<file path="config.mk">
export PLATFORM = sky130hd
export DESIGN_NAME = cgra_ctx_sequencer
export DESIGN_NICKNAME = d
export VERILOG_FILES = /design/src/rtl/cgra_seq_pkg.sv /design/src/rtl/cgra_cfg_addr_gen.sv /design/src/rtl/cgra_ctx_sequencer.sv
export SDC_FILE = /design/constraint.sdc
export NUM_CORES = 1
export LEC_CHECK = 0
export CORE_MARGIN = 3
export CORE_UTILIZATION = 35
export CTS_BUF_LIST = sky130_fd_sc_hd__clkbuf_4 sky130_fd_sc_hd__clkbuf_8 sky130_fd_sc_hd__clkbuf_16
export CTS_CLUSTER_DIAMETER = 40
export CTS_CLUSTER_SIZE = 30
export DETAILED_ROUTE_END_ITERATION = 10
export PLACE_DENSITY = 0.76
export SLEW_MARGIN = 20
export SYNTH_ARGS = -nofsm -noshare
export SYNTH_HDL_FRONTEND = slang
export SYNTH_HIERARCHICAL = 1
export SYNTH_SLANG_ARGS = --single-unit
export TNS_END_PERCENT = 50
</file>
<file path="constraint.sdc">
create_clock -name CLK -period 6.52 [get_ports CLK]
set_clock_uncertainty 0.2 [all_clocks]
set_input_delay 1.304 -clock CLK [delete_from_list [all_inputs] [get_ports CLK]]
set_output_delay 1.304 -clock CLK [all_outputs]
set_load 0.01 [all_outputs]
</file>
<file path="src/rtl/cgra_seq_pkg.sv">
// Shared definitions for the CGRA context sequencer: FSM state encoding,
// command opcodes and default array dimensions.
package cgra_seq_pkg;

    typedef enum logic [1:0] {
        ST_IDLE  = 2'd0,
        ST_LOAD  = 2'd1,
        ST_RUN   = 2'd2,
        ST_DRAIN = 2'd3
    } seq_state_e;

    localparam logic CMD_LOAD = 1'b0;
    localparam logic CMD_RUN  = 1'b1;

    localparam int DEF_WIDTH     = 120;
    localparam int DEF_NUM_PE    = 16;
    localparam int DEF_DEPTH     = 16;
    localparam int DEF_DRAIN_CYC = 4;

endpackage

</file>
<file path="src/rtl/cgra_cfg_addr_gen.sv">
// Nested PE/context counters. In load mode the PE index is the inner loop
// (context-major word order); in run mode only the context pointer advances
// and wraps after ctx_last.
module cgra_cfg_addr_gen
    import cgra_seq_pkg::*;
#(
    parameter int NUM_PE = DEF_NUM_PE,
    parameter int DEPTH  = DEF_DEPTH
) (
    input  logic                     clk,
    input  logic                     rst,
    input  logic                     clear,
    input  logic                     step,
    input  logic                     run_mode,
    input  logic [$clog2(DEPTH)-1:0] ctx_last,
    output logic [NUM_PE-1:0]        pe_onehot,
    output logic [$clog2(DEPTH)-1:0] ctx,
    output logic                     last
);
    localparam int PE_W  = $clog2(NUM_PE);
    localparam int CTX_W = $clog2(DEPTH);
    localparam logic [PE_W-1:0] PE_MAX = PE_W'(NUM_PE - 1);

    logic [PE_W-1:0]  pe_r;
    logic [CTX_W-1:0] ctx_r;
    logic             pe_wrap_s;
    logic             ctx_hit_s;

    // Decode the counters into the one-hot PE select and end-of-sequence flag.
    always_comb begin
        pe_wrap_s = (pe_r == PE_MAX);
        ctx_hit_s = (ctx_r == ctx_last);
        pe_onehot = {{(NUM_PE-1){1'b0}}, 1'b1} << pe_r;
        ctx       = ctx_r;
        if (run_mode) begin
            last = ctx_hit_s;
        end else begin
            last = pe_wrap_s && ctx_hit_s;
        end
    end

    // Advance the PE-inner/context-outer counters, or the wrapping run pointer.
    always_ff @(posedge clk) begin
        if (rst || clear) begin
            pe_r  <= {PE_W{1'b0}};
            ctx_r <= {CTX_W{1'b0}};
        end else if (step && run_mode) begin
            pe_r <= {PE_W{1'b0}};
            if (ctx_hit_s) begin
                ctx_r <= {CTX_W{1'b0}};
            end else begin
                ctx_r <= ctx_r + CTX_W'(1);
            end
        end else if (step) begin
            if (pe_wrap_s) begin
                pe_r  <= {PE_W{1'b0}};
                ctx_r <= ctx_r + CTX_W'(1);
            end else begin
                pe_r  <= pe_r + PE_W'(1);
                ctx_r <= ctx_r;
            end
        end else begin
            pe_r  <= pe_r;
            ctx_r <= ctx_r;
        end
    end

endmodule

</file>
<file path="src/rtl/cgra_ctx_sequencer.sv">
// Array-level controller: streams context words into the PE caches (LOAD),
// then broadcasts start / context pointer / commit strobes for a programmed
// number of schedule iterations (RUN), followed by a fixed drain period.
module cgra_ctx_sequencer
    import cgra_seq_pkg::*;
#(
    parameter int WIDTH     = DEF_WIDTH,
    parameter int NUM_PE    = DEF_NUM_PE,
    parameter int DEPTH     = DEF_DEPTH,
    parameter int DRAIN_CYC = DEF_DRAIN_CYC
) (
    input  logic                     CLK,
    input  logic                     RST,
    input  logic                     cmd_valid,
    output logic                     cmd_ready,
    input  logic                     cmd_op,
    input  logic [$clog2(DEPTH):0]   cmd_len,
    input  logic [15:0]              cmd_iter,
    input  logic                     cfg_valid,
    output logic                     cfg_ready,
    input  logic [WIDTH:0]           cfg_data,
    input  logic                     abort,
    output logic [NUM_PE-1:0]        pe_we,
    output logic [$clog2(DEPTH)-1:0] pe_addr,
    output logic [WIDTH:0]           pe_data,
    output logic                     pe_start,
    output logic [$clog2(DEPTH)-1:0] pe_cp,
    output logic                     pe_ld_write,
    output logic                     busy,
    output logic                     done,
    output logic                     err
);
    localparam int CTX_W   = $clog2(DEPTH);
    localparam int DRAIN_W = $clog2(DRAIN_CYC) + 1;
    localparam logic [DRAIN_W-1:0] DRAIN_INIT = DRAIN_W'(DRAIN_CYC - 1);
    localparam logic [CTX_W:0]     LEN_MAX    = (CTX_W+1)'(DEPTH);

    seq_state_e         state_r, state_next;
    logic [CTX_W-1:0]   len_m1_r, len_m1_next;
    logic [15:0]        iter_r, iter_next;
    logic [DRAIN_W-1:0] drain_r, drain_next;
    logic               load_fin_r, load_fin_next;
    logic               done_r, done_next;
    logic               err_r, err_next;
    logic [NUM_PE-1:0]  pe_we_r;
    logic [CTX_W-1:0]   pe_addr_r;
    logic [WIDTH:0]     pe_data_r;

    logic               cmd_acc_s, len_ok_s, cfg_acc_s;
    logic               ag_clear_s, ag_step_s, ag_run_s, ag_last_s;
    logic [NUM_PE-1:0]  ag_onehot_s;
    logic [CTX_W-1:0]   ag_ctx_s;

    cgra_cfg_addr_gen #(
        .NUM_PE (NUM_PE),
        .DEPTH  (DEPTH)
    ) u_addr_gen (
        .clk       (CLK),
        .rst       (RST),
        .clear     (ag_clear_s),
        .step      (ag_step_s),
        .run_mode  (ag_run_s),
        .ctx_last  (len_m1_r),
        .pe_onehot (ag_onehot_s),
        .ctx       (ag_ctx_s),
        .last      (ag_last_s)
    );

    // Status and broadcast strobes decoded from registered state only.
    always_comb begin
        cmd_ready   = (state_r == ST_IDLE);
        cfg_ready   = (state_r == ST_LOAD) && !load_fin_r;
        busy        = (state_r != ST_IDLE);
        pe_start    = (state_r == ST_RUN);
        pe_ld_write = (state_r == ST_RUN) && (iter_r == 16'd1);
        if (state_r == ST_RUN) begin
            pe_cp = ag_ctx_s;
        end else begin
            pe_cp = {CTX_W{1'b0}};
        end
        pe_we   = pe_we_r;
        pe_addr = pe_addr_r;
        pe_data = pe_data_r;
        done    = done_r;
        err     = err_r;
    end

    // Next-state logic: command decode, load progress, run iterations, drain.
    always_comb begin
        state_next    = state_r;
        len_m1_next   = len_m1_r;
        iter_next     = iter_r;
        drain_next    = drain_r;
        load_fin_next = load_fin_r;
        done_next     = 1'b0;
        err_next      = 1'b0;
        ag_clear_s    = 1'b0;
        ag_step_s     = 1'b0;
        ag_run_s      = (state_r == ST_RUN);
        cmd_acc_s     = cmd_valid && (state_r == ST_IDLE);
        len_ok_s      = (cmd_len != {(CTX_W+1){1'b0}}) && (cmd_len <= LEN_MAX);
        // abort wins over a simultaneous handshake: the word is not written
        cfg_acc_s     = cfg_valid && cfg_ready && !abort;
        case (state_r)
            ST_IDLE: begin
                if (cmd_acc_s && !len_ok_s) begin
                    err_next = 1'b1;
                end else if (cmd_acc_s) begin
                    ag_clear_s    = 1'b1;
                    load_fin_next = 1'b0;
                    len_m1_next   = CTX_W'(cmd_len - (CTX_W+1)'(1));
                    if (cmd_op == CMD_LOAD) begin
                        state_next = ST_LOAD;
                    end else if (cmd_iter == 16'd0) begin
                        state_next = ST_DRAIN;
                        drain_next = DRAIN_INIT;
                    end else begin
                        state_next = ST_RUN;
                        iter_next  = cmd_iter;
                    end
                end else begin
                    state_next = ST_IDLE;
                end
            end
            ST_LOAD: begin
                if (abort) begin
                    state_next = ST_IDLE;
                end else if (load_fin_r) begin
                    // last write is on the port this cycle; done follows it
                    state_next    = ST_IDLE;
                    done_next     = 1'b1;
                    load_fin_next = 1'b0;
                end else if (cfg_acc_s) begin
                    ag_step_s     = 1'b1;
                    load_fin_next = ag_last_s;
                end else begin
                    ag_step_s = 1'b0;
                end
            end
            ST_RUN: begin
                if (abort) begin
                    state_next = ST_IDLE;
                end else begin
                    ag_step_s = 1'b1;
                    if (ag_last_s && (iter_r == 16'd1)) begin
                        state_next = ST_DRAIN;
                        drain_next = DRAIN_INIT;
                        iter_next  = 16'd0;
                    end else if (ag_last_s) begin
                        iter_next = iter_r - 16'd1;
                    end else begin
                        iter_next = iter_r;
                    end
                end
            end
            ST_DRAIN: begin
                if (abort) begin
                    state_next = ST_IDLE;
                end else if (drain_r == {DRAIN_W{1'b0}}) begin
                    state_next = ST_IDLE;
                    done_next  = 1'b1;
                end else begin
                    drain_next = drain_r - DRAIN_W'(1);
                end
            end
            default: begin
                state_next = ST_IDLE;
            end
        endcase
    end

    // Control registers: FSM state, iteration/drain counters, pulses.
    always_ff @(posedge CLK) begin
        if (RST) begin
            state_r    <= ST_IDLE;
            len_m1_r   <= {CTX_W{1'b0}};
            iter_r     <= 16'd0;
            drain_r    <= {DRAIN_W{1'b0}};
            load_fin_r <= 1'b0;
            done_r     <= 1'b0;
            err_r      <= 1'b0;
        end else begin
            state_r    <= state_next;
            len_m1_r   <= len_m1_next;
            iter_r     <= iter_next;
            drain_r    <= drain_next;
            load_fin_r <= load_fin_next;
            done_r     <= done_next;
            err_r      <= err_next;
        end
    end

    // Registered cache write port: exactly one write per accepted word.
    always_ff @(posedge CLK) begin
        if (RST) begin
            pe_we_r   <= {NUM_PE{1'b0}};
            pe_addr_r <= {CTX_W{1'b0}};
            pe_data_r <= {(WIDTH+1){1'b0}};
        end else if (cfg_acc_s) begin
            pe_we_r   <= ag_onehot_s;
            pe_addr_r <= ag_ctx_s;
            pe_data_r <= cfg_data;
        end else begin
            pe_we_r   <= {NUM_PE{1'b0}};
            pe_addr_r <= pe_addr_r;
            pe_data_r <= pe_data_r;
        end
    end

endmodule
</file>
==> impl_metrics.prom <==
# TYPE chip_impl_metric gauge
chip_impl_metric{name="cts_resized",unit=""} 0
chip_impl_metric{name="fin_area",unit="um^2"} 11000
chip_impl_metric{name="synth_cell_types",unit=""} 60
chip_impl_metric{name="globalRouteTotalUtil",unit=""} 0.183
chip_impl_metric{name="worstPathMaxFanout",unit=""} 15
chip_impl_info{name="setup.worst_path.class",value="flop to output pin"} 1
chip_impl_metric{name="clock_tree.htree_level_count",unit=""} 4
chip_impl_metric{name="cellPowerDensity",unit="nW/um^2"} 279
chip_impl_metric{name="gp_congestion",unit=""} 0.864
chip_impl_metric{name="final_setup_viols",unit=""} 0
chip_impl_metric{name="cts.hold.buffers_added",unit=""} 0
chip_impl_metric{name="boundaryPins",unit=""} 300
chip_impl_metric{name="drt_drc_violations_left",unit=""} 0
chip_impl_metric{name="clock_sink_count",unit=""} 177
chip_impl_info{name="sequence_of_cells_on_the_critical_path",value="inv_1 > ha_1 > nand4b_1 > nor2_1 > clkdlybuf4s50_1"} 1
chip_impl_info{name="slowest_stage_cell_cp",value="sky130_fd_sc_hd__ha_1"} 1
chip_impl_metric{name="timing.final.hold_violations",unit=""} 0
chip_impl_metric{name="power.leakage",unit="uW"} 0.00389
chip_impl_metric{name="grt_overflow",unit=""} 0
chip_impl_metric{name="first_pass_iters",unit=""} 5
chip_impl_metric{name="synthesis.yosys.warnings",unit=""} 6
chip_impl_metric{name="timing.critical_path.required",unit="ps"} 5020
chip_impl_metric{name="synth-seq-cells",unit=""} 177
chip_impl_metric{name="worstSkewPairLatency",unit="ps"} 420
chip_impl_metric{name="critPathArrivalTime",unit="ps"} 2340
chip_impl_metric{name="vias_per_cell",unit=""} 4.85
chip_impl_metric{name="synth_edf_count",unit=""} 0
chip_impl_metric{name="multiInputGateArea",unit="um^2"} 3410
chip_impl_info{name="most_frequent_cell_after_synthesis",value="sky130_fd_sc_hd__nand2_1"} 1
chip_impl_info{name="grt_setup_unrepaired",value="no"} 1
chip_impl_metric{name="route.vias.total",unit=""} 7021
chip_impl_metric{name="num_rows",unit=""} 52
chip_impl_info{name="synth_top_cells_by_area",value="sky130_fd_sc_hd__dfxtp_1 48%, sky130_fd_sc_hd__nand2_1 14%, sky130_fd_sc_hd__a21oi_1 10%"} 1
chip_impl_info{name="clock_tree_from_tritoncts",value="done"} 1
chip_impl_metric{name="clk_pin_slew_worst_paths",unit="ps"} 70
chip_impl_metric{name="timing_max_transition_violations_final",unit=""} 0
chip_impl_info{name="hold_path.class",value="flop to flop"} 1
chip_impl_info{name="yosys.area.top_type",value="sky130_fd_sc_hd__dfxtp_1"} 1
chip_impl_metric{name="filler_cell_count",unit=""} 1947
chip_impl_info{name="crit_path_start_kind",value="flop"} 1
chip_impl_metric{name="maxClockFrequency",unit="GHz"} 0.260
chip_impl_metric{name="final_stage_net_count",unit=""} 1333
chip_impl_metric{name="netlist.area_leader.share",unit=""} 0.484
chip_impl_metric{name="postRouteWirelength",unit="um"} 22200
chip_impl_metric{name="wire_per_inst",unit="um"} 15.3
chip_impl_metric{name="placement_cell_area",unit="um^2"} 10400
chip_impl_metric{name="irDropWorstVdd",unit="mV"} 0.159
chip_impl_metric{name="asyncSetResetFlopFracSynth",unit=""} 0
chip_impl_metric{name="max-clock-path-buffers",unit=""} 2
chip_impl_info{name="status",value="finished clean"} 1
chip_impl_metric{name="fin_crit",unit="ps"} 3850
chip_impl_info{name="top_flip_flop_cell_by_instance_count_after_synthesis",value="sky130_fd_sc_hd__dfxtp_1"} 1
chip_impl_metric{name="core_area",unit="um^2"} 20400
chip_impl_metric{name="grt_pass1_vias",unit=""} 6512
chip_impl_metric{name="height_of_the_die",unit="um"} 151
chip_impl_metric{name="critical-path-max-stage-delay",unit="ps"} 620
chip_impl_metric{name="fp.dieArea",unit="um^2"} 22700
chip_impl_metric{name="syn-instance-count",unit=""} 903
chip_impl_metric{name="synth_nets",unit=""} 1069
chip_impl_metric{name="tightest_slew",unit="ps"} 1040
chip_impl_info{name="cts_root_buffer",value="sky130_fd_sc_hd__clkbuf_16"} 1
chip_impl_metric{name="synthesis.area_per_instance",unit="um^2"} 8.11
chip_impl_metric{name="drv.max_cap_violation_count",unit=""} 0
chip_impl_metric{name="die-width",unit="um"} 151
chip_impl_metric{name="dp.final_hpwl",unit="um"} 15600
chip_impl_metric{name="diodes",unit=""} 0
chip_impl_metric{name="sequential_area_share_after_synthesis",unit=""} 0.484
chip_impl_metric{name="cts_buf_count",unit=""} 17
chip_impl_metric{name="register_area",unit="um^2"} 3540
chip_impl_metric{name="portBuffers",unit=""} 299
chip_impl_metric{name="final.period_utilization",unit=""} 0.590
chip_impl_metric{name="postRouteAntennaNets",unit=""} 0
chip_impl_metric{name="post_synth_instance_area",unit="um^2"} 7330
chip_impl_metric{name="area_growth",unit="%"} 50.5
chip_impl_info{name="synth.cells.most_frequent",value="269 x sky130_fd_sc_hd__nand2_1, 177 x sky130_fd_sc_hd__dfxtp_1, 149 x sky130_fd_sc_hd__a21oi_1"} 1
chip_impl_metric{name="initial_utilization",unit=""} 0.359
chip_impl_metric{name="post-cts-setup-buffer-count",unit=""} 0
chip_impl_metric{name="totalNegativeSetupSlack",unit="ps"} 0
chip_impl_metric{name="grt_pass1_wl",unit="um"} 33300
chip_impl_metric{name="grt_antenna_before_repair",unit=""} 0
chip_impl_metric{name="first_iter_violations",unit=""} 285
chip_impl_metric{name="max_slew_margin",unit=""} 0.305
chip_impl_metric{name="post_route_cells_drive_above_1_share",unit=""} 0.0475
chip_impl_metric{name="pin_count_of_the_biggest_net_entering_global_routing",unit=""} 120
chip_impl_info{name="type_of_element_capturing_the_critical_path",value="output pin"} 1
-- worst paths after layout --
kind | cells after the start | slack [ps] | endpoint | from
setup / recovery | 5 | 2670 | pe_ld_write | state_r[0]$_SDFFE_PP0P_
hold / removal | 2 | 250 | pe_data[113]$_SDFFE_PP0N_ | pe_data[113]$_SDFFE_PP0N_
setup reg to reg | 8 | 3040 | iter_r[8]$_SDFFE_PP0P_ | state_r[0]$_SDFFE_PP0P_
hold reg to reg | 2 | 250 | pe_data[113]$_SDFFE_PP0N_ | pe_data[113]$_SDFFE_PP0N_
-- cell type report --
cell class | instances | share of cell area
clock buffers | 17 | 0.0386
clock inverters | 14 | 0.0151
inverters | 27 | 0.00919
multi-input cells | 640 | 0.309
flip-flops and latches | 177 | 0.321
well taps | 270 | 0.0306
repair buffers | 304 | 0.276
-- worst max-delay path, delay by kind of cell, from the launching register on --
family | cells | cell delay [ps]
buffers and inverters | 2 | 680
adder cells (fa/ha/maj) | 1 | 620
flip-flops | 1 | 360
AND/OR/NAND/NOR | 2 | 280
-- sequential cells by signal, indices dropped and copies added (netlist names) --
signal	count
pe_data	121
iter_r	16
pe_we	16
len_m1_r	4
pe_addr	4
u_addr_gen/ctx	4
u_addr_gen/pe_r	4
drain_r	3
state_r	2
done	1
err	1
load_fin_r	1
-- power by group --
group | total, uW | switching, uW | internal (uW)
clock | 1030 | 484 | 547
sequential | 1220 | 59.3 | 1160
combinational | 828 | 462 | 366
total | 3070 | 1010 | 2070
-- metal layers --
metal,global-route usage,vias to the layer above,wire length (um)
li1,-,3548,-
met1,0.228,3196,9310
met2,0.306,255,10700
met3,0.0551,22,1890
met4,0.0530,0,304
met5,0,-,0
-- stage by stage --
stage	power [uW]	instances	hold WS [ps]	utilization	setup WS (ps)
detailed placement	2060	1418	246	0.511	2630
global placement	2050	1418	240	0.511	2640
floorplan	1770	903	258	-	3250
CTS	3100	1449	256	0.540	2660
global route	3240	1449	269	0.540	2500
finish	3070	1449	253	0.540	2670
-- kinds of logic after synthesis --
group / count (synthesis) / share of synthesized area
and+or+nand+nor: 403 / 0.252
AOI/OAI and AO/OA: 207 / 0.168
DFF: 177 / 0.484
buffers and inverters: 86 / 0.0517
adders and majority gates: 18 / 0.0307
xor gates and xnor gates: 12 / 0.0143
-- cell usage in the layout, fill, tap and decap left out, types with 4 or more instances in the layout --
cell	instances
sky130_fd_sc_hd__nand2b_1	8
sky130_fd_sc_hd__nand4_1	4
sky130_fd_sc_hd__a32oi_1	4
sky130_fd_sc_hd__nor3_1	17
sky130_fd_sc_hd__o21ai_0	4
sky130_fd_sc_hd__xnor2_1	4
sky130_fd_sc_hd__nor2b_1	5
sky130_fd_sc_hd__dfxtp_1	177
sky130_fd_sc_hd__a211oi_1	9
sky130_fd_sc_hd__or3_1	5
sky130_fd_sc_hd__and2_1	37
sky130_fd_sc_hd__nor4_1	6
sky130_fd_sc_hd__a22oi_1	5
sky130_fd_sc_hd__inv_6	5
sky130_fd_sc_hd__a31oi_1	5
sky130_fd_sc_hd__buf_4	5
sky130_fd_sc_hd__xor2_1	8
sky130_fd_sc_hd__nand3_1	8
sky130_fd_sc_hd__clkdlybuf4s50_1	298
sky130_fd_sc_hd__nor2_1	18
sky130_fd_sc_hd__a21oi_1	149
sky130_fd_sc_hd__clkbuf_16	17
sky130_fd_sc_hd__o32ai_1	13
sky130_fd_sc_hd__nand2_1	269
sky130_fd_sc_hd__ha_1	18
sky130_fd_sc_hd__inv_1	26
No activity file was read; power rests on OpenSTA's default activity.
